File: config.mk
export PLATFORM = sky130hd
export DESIGN_NAME = ras_redirect_ctrl
export DESIGN_NICKNAME = d
export VERILOG_FILES = /design/src/rtl/ras_redirect_ctrl_pkg.sv /design/src/rtl/ras_stack.sv /design/src/rtl/ras_redirect_ctrl.sv
export SDC_FILE = /design/constraint.sdc
export NUM_CORES = 1
export LEC_CHECK = 0
export ABC_AREA = 1
export CAP_MARGIN = 20
export CELL_PAD_IN_SITES_DETAIL_PLACEMENT = 1
export CELL_PAD_IN_SITES_GLOBAL_PLACEMENT = 1
export CORE_ASPECT_RATIO = 0.9
export CORE_UTILIZATION = 47
export DETAILED_ROUTE_END_ITERATION = 6
export GPL_TIMING_DRIVEN = 1
export PLACE_DENSITY = 0.87
export SKIP_LAST_GASP = 1
export SYNTH_ARGS = -nofsm -noshare
export SYNTH_HDL_FRONTEND = slang
export SYNTH_SLANG_ARGS = --single-unit
File: constraint.sdc
create_clock -name clk -period 4.4 [get_ports clk]
set_input_delay 0.88 -clock clk [delete_from_list [all_inputs] [get_ports clk]]
set_output_delay 0.88 -clock clk [all_outputs]
set_load 0.005 [all_outputs]
File: src/rtl/ras_redirect_ctrl_pkg.sv
// Shared frontend definitions: opcodes, RAS defaults, redirect FSM encoding.
package ras_redirect_ctrl_pkg;

  // RV32 major opcodes seen by the predecoder
  localparam logic [6:0] INST_BRANCH = 7'b1100011;
  localparam logic [6:0] INST_JAL    = 7'b1101111;
  localparam logic [6:0] INST_JALR   = 7'b1100111;

  localparam int unsigned RAS_DEPTH_DEFAULT = 8;

  // Link address is the instruction after the call
  localparam int unsigned LINK_INCR = 4;

  typedef enum logic {
    StIdle = 1'b0,
    StHold = 1'b1
  } redir_state_e;

endpackage

File: src/rtl/ras_stack.sv
// Circular return-address stack; entries are never cleared, only pointer/count.
module ras_stack #(
  parameter int unsigned ADDR_WIDTH = 32,
  parameter int unsigned DEPTH      = 8
) (
  input  logic                     clk,
  input  logic                     rst,
  input  logic                     clear,
  input  logic                     push,
  input  logic                     pop,
  input  logic [ADDR_WIDTH-1:0]    push_data,
  output logic [ADDR_WIDTH-1:0]    top_data,
  output logic [$clog2(DEPTH):0]   count
);

  localparam int unsigned PtrW = $clog2(DEPTH);
  localparam int unsigned CntW = PtrW + 1;
  localparam logic [CntW-1:0] Full = CntW'(DEPTH);

  logic [ADDR_WIDTH-1:0] mem [DEPTH];
  logic [PtrW-1:0]       ptr_q, ptr_d, wr_ptr;
  logic [CntW-1:0]       count_q, count_d;
  logic                  wr_en;
  logic                  pop_ok;

  assign pop_ok   = pop && (count_q != '0);
  assign top_data = mem[ptr_q];
  assign count    = count_q;

  // Next pointer/count; pop+push rewrites the current top in place
  always_comb begin
    ptr_d   = ptr_q;
    count_d = count_q;
    wr_en   = 1'b0;
    wr_ptr  = ptr_q;
    if (clear) begin
      ptr_d   = '0;
      count_d = '0;
    end else if (push && pop_ok) begin
      wr_en = 1'b1;
    end else if (push) begin
      wr_ptr = ptr_q + 1'b1;
      ptr_d  = wr_ptr;
      wr_en  = 1'b1;
      if (count_q != Full) begin
        count_d = count_q + 1'b1;
      end
    end else if (pop_ok) begin
      ptr_d   = ptr_q - 1'b1;
      count_d = count_q - 1'b1;
    end
  end

  // Pointer and count registers
  always_ff @(posedge clk or posedge rst) begin
    if (rst) begin
      ptr_q   <= '0;
      count_q <= '0;
    end else begin
      ptr_q   <= ptr_d;
      count_q <= count_d;
    end
  end

  // Entry storage, deliberately without reset
  always_ff @(posedge clk) begin
    if (wr_en) begin
      mem[wr_ptr] <= push_data;
    end
  end

endmodule

File: src/rtl/ras_redirect_ctrl.sv
// Predecode-stage redirect controller: picks fetch targets and drives the RAS.
module ras_redirect_ctrl
  import ras_redirect_ctrl_pkg::*;
#(
  parameter int unsigned ADDR_WIDTH = 32,
  parameter int unsigned RAS_DEPTH  = RAS_DEPTH_DEFAULT
) (
  input  logic                        clk,
  input  logic                        rst,
  input  logic                        inst_valid,
  output logic                        inst_ready,
  input  logic [ADDR_WIDTH-1:0]       inst_pc,
  input  logic                        pdec_branch,
  input  logic                        pdec_jal,
  input  logic                        pdec_jalr,
  input  logic                        pdec_call,
  input  logic                        pdec_ret,
  input  logic [ADDR_WIDTH-1:0]       pdec_pc,
  input  logic                        flush,
  output logic                        redir_valid,
  input  logic                        redir_ready,
  output logic [ADDR_WIDTH-1:0]       redir_pc,
  output logic [$clog2(RAS_DEPTH):0]  ras_count
);

  redir_state_e          state_q, state_d;
  logic [ADDR_WIDTH-1:0] redir_pc_q, redir_pc_d;
  logic [ADDR_WIDTH-1:0] ras_top;
  logic [ADDR_WIDTH-1:0] target;
  logic                  accept;
  logic                  do_pop, do_push;
  logic                  redir_hit;
  logic                  unused_jalr;

  // Indirect jumps that are not returns have no predictable target here
  assign unused_jalr = pdec_jalr;

  assign redir_valid = (state_q == StHold);
  assign inst_ready  = ~redir_valid;
  assign redir_pc    = redir_pc_q;
  assign accept      = inst_valid & inst_ready & ~flush;
  assign do_pop      = accept & pdec_ret & (ras_count != '0);
  assign do_push     = accept & pdec_call;

  // Target select: return beats jal beats backward branch
  always_comb begin
    redir_hit = 1'b0;
    target    = pdec_pc;
    if (pdec_ret && (ras_count != '0)) begin
      redir_hit = 1'b1;
      target    = ras_top;
    end else if (pdec_jal) begin
      redir_hit = 1'b1;
    end else if (pdec_branch && (pdec_pc < inst_pc)) begin
      redir_hit = 1'b1;
    end
  end

  // Redirect FSM next state; flush overrides everything
  always_comb begin
    state_d    = state_q;
    redir_pc_d = redir_pc_q;
    if (flush) begin
      state_d = StIdle;
    end else begin
      unique case (state_q)
        StIdle: begin
          if (accept && redir_hit) begin
            state_d    = StHold;
            redir_pc_d = target;
          end
        end
        StHold: begin
          if (redir_ready) begin
            state_d = StIdle;
          end
        end
        default: state_d = StIdle;
      endcase
    end
  end

  // FSM and redirect target registers
  always_ff @(posedge clk or posedge rst) begin
    if (rst) begin
      state_q    <= StIdle;
      redir_pc_q <= '0;
    end else begin
      state_q    <= state_d;
      redir_pc_q <= redir_pc_d;
    end
  end

  ras_stack #(
    .ADDR_WIDTH (ADDR_WIDTH),
    .DEPTH      (RAS_DEPTH)
  ) u_ras_stack (
    .clk       (clk),
    .rst       (rst),
    .clear     (flush),
    .push      (do_push),
    .pop       (do_pop),
    .push_data (inst_pc + ADDR_WIDTH'(LINK_INCR)),
    .top_data  (ras_top),
    .count     (ras_count)
  );

endmodule

==> results.md <==
- Status: completed
- Data arrival time of the worst path: 3.75 ns
- Top-count cell post-synth: edfxtp_1
- Final instance area: 0.0159 mm^2
- Reg area: 0.00869 mm^2
- Final GP Congestion: 0.905
- Worst setup SP type: input port
- Vias: 10.3k
- Area of the multi-input gates: 0.00418 mm^2
- FILL cells: 2,898
- Yosys top cell by area: edfxtp_1
- RSZ-0062 raised after global routing: no
- Nets: 1,396
- Crit-path max FO: 8
- Critical Setup Path Class: input port to register
- DRT iter0 DRCs: ~1.0k
- Tightest Hold Check Type: register to register
- NetSw: about 2.6 mW
- Final HPWL DP: 26,300 um
- Vias per inst: 6.19
- Clock skew: 0.0274 ns
- Clock sinks: approximately 300
- Cts bufs inserted: 31
- Max-Cap Viols: 0
- Pwr dens: between 500 and 600 mW/mm^2
- Synthesized area: 0.0133 mm^2
- Die W: 179 um
- Sequential fraction of the synthesis area: roughly 65%
- Final worst-path cycle share: 79.5%
- Worst-case clock buffer depth: 3
- Clock group share of total power: 31.9%
- Post-synth top area share: 57.8%
- Max-slew violations: 0
- # DRC: 0
- Cell internal pwr: 5.52 mW
- Final-report hold violation count: 0
- VDD IR-drop max: just over 0.4 mV
- Post-CTS sizing: 0
- CTS root buf: clkbuf_16
- Unique cell type count in the Yosys netlist: 40
- Synth Register Bits: roughly 300
- LEAKAGE: 5.90 nW
- Starting Density: 47.8%
- Core Region: 0.0279 mm^2
- Antenna diodes: 0
- Setup TNS: 0 ns
- GRT overflow: 0
- DR WL/cell: about 27 um
- Syn Area/Cell: 11.2 um^2
- Post-CTS setup buffers: 0
- Clock-pin slew on the worst setup and hold paths: 0.06 ns
- Reg power frac: about two fifths
- CTS tree: built
- Total track usage: 30.7%
- Switching Share: 32.1%
- Largest net degree at the start of global routing: 82
- Share of layout cells above drive strength 1: 8.09%
- I/O pin total: 112
- F_max: 286 MHz
- # setup viols final: 0
- YS warnings: 0
- Min Tclk post-route: between 3 and 4 ns
- Top FF cell, synth: edfxtp_1
- Clock Latency Late Sink: roughly 0.58 ns
- H-tree depth: 1
- Post-synth ARST share: a little over an eighth
- Die Area: a little under 0.03 mm^2
- Required @ worst endpoint: 4.65 ns
- Initial antenna violation count: 0
- TritonRoute pass-1 iters: 7
- Die Ht: between 150 and 200 um
- Detail Route Antenna Nets: 0
- Synth Net Count: 1,295
- Area post-placement: around 0.015 mm^2
- Drt total wl: approximately 44,000 um
- PortBufs: 110
- Top cells by count, synth: 256 x edfxtp_1, 166 x nand2_1, 165 x nor2_1, 161 x o21ai_0, 58 x nand3_1
- Area growth from synthesis to layout: 19.9%
- Slew @ Worst Pin: around 0.98 ns
- Crit. End Element: register
- Mapped Cells: 1,184
- Worst slew margin: around a third
- Vias in the first global route: 11.1k
- First-pass GRT wire length: 65,300 um
- Comb pwr share: 26.5%
- Synth area leaders: edfxtp_1 58%, dfrtp_1 7.5%, o21ai_0 6.1%
- Hold_buf cts: 0
- Row count: 58
- Post-synth EDFFs: 256
[through the flow]
stage	hold slack, ns	utilization (%)	power [mW]	cells	worst slack (ns)
floorplan	0.465	-	4.50	1184	0.692
global placement	0.459	53.6	5.35	1611	0.807
detailed placement	0.465	53.6	5.50	1611	0.645
CTS	0.487	57.2	8.11	1669	1.04
global route	0.501	57.2	8.40	1670	0.876
finish	0.489	57.2	8.13	1670	0.901
[sequential cells by signal, summed over array words and instances, names as in the netlist]
| signal | count |
|---|---|
| u_ras_stack.ptr_q | 3 |
| u_ras_stack.mem | 256 |
| u_ras_stack.count | 4 |
| redir_valid | 1 |
| redir_pc | 32 |
[per-layer routing]
metal | part of all wire, % | track usage, % | vias up
li1 | - | - | 4422
met1 | 37 | 36.4 | 5248
met2 | 50 | 52.3 | 498
met3 | 6.6 | 4.19 | 165
met4 | 6.3 | 19.0 | 0
met5 | 0 | 0 | -
[worst max-delay path: stages]
cell and delay, ns:
clkdlybuf4s50_1 0.54, ha_1 0.23, nand3_1 0.14, nor2_1 0.15
nand2_2 0.12, nor2_4 0.19, nand3_2 0.16, nor2_4 0.17
nand3_2 0.15, nor2_2 0.15, nand2_1 0.12, xor2_1 0.74
[power groups by stage]
stage | Clock (mW) | Combinational (mW) | Sequential (mW)
3_3_place_gp | 0 | 1.93 | 3.42
4_1_cts | 2.60 | 2.13 | 3.38
3_5_place_dp | 0 | 2.07 | 3.43
5_1_grt | 2.70 | 2.30 | 3.40
2_1_floorplan | 0 | 1.08 | 3.42
6_report | 2.59 | 2.15 | 3.39
[cell usage in the layout, fill, tap and decap left out, types with 3 or more instances in the layout]
cell type	n
nand3_1	58
ha_1	36
nand2_1	166
clkbuf_16	31
xor2_1	29
buf_4	11
o22ai_1	30
nor2_1	157
clkbuf_1	11
clkinv_2	3
nor3_1	9
inv_1	52
bufinv_16	3
o21ai_0	161
edfxtp_1	256
nor2_2	4
clkinv_1	7
nand4_1	6
nand3_2	3
nand2_2	3
o21ai_1	11
dfrtp_1	39
clkdlybuf4s50_1	110
o221ai_1	36
a21oi_1	20
nor2_4	12
inv_2	11
buf_12	11
[logic make-up (layout without fill, tap and decap cells)]
kind of cell / after synthesis / after routing / share of synthesized area, %
adder cells (fa/ha/maj): 37 / 37 / 3.54
buffers and inverters: 128 / 254 / 3.75
XOR/XNOR: 31 / 31 / 2.04
AND/OR/NAND/NOR: 427 / 427 / 13.9
AO/OA/AOI/OAI: 265 / 265 / 11.5
flip-flops: 296 / 296 / 65.3
[path summary, 6_finish.rpt]
| path | startpoint | to | slack (ns) | cells past startpoint |
|---|---|---|---|---|
| setup / recovery | inst_pc[2] | u_ras_stack.mem[6][30] | 0.90 | 12 |
| hold / removal | redir_pc[2] | redir_pc[2] | 0.49 | 2 |
| setup reg to reg | u_ras_stack.ptr_q[0] | redir_pc[4] | 1.55 | 8 |
| hold reg to reg | redir_pc[2] | redir_pc[2] | 0.49 | 2 |
| max in group asynchronous | rst | u_ras_stack.ptr_q[0] | 3.20 | 3 |
| min in group asynchronous | rst | redir_pc[6] | 0.65 | 2 |
[area by class of cell]
class                           count  area share (%)
Timing Repair Buffer              132            8.80
Sequential cell                   296            54.5
Clock buffer                       43            5.21
Multi-Input combinational cell    760            26.2
Inverter                           64            1.51
Tap cell                          360            2.82
Clock inverter                     15           0.949
Note: power is estimated with default switching activity, not from simulation.
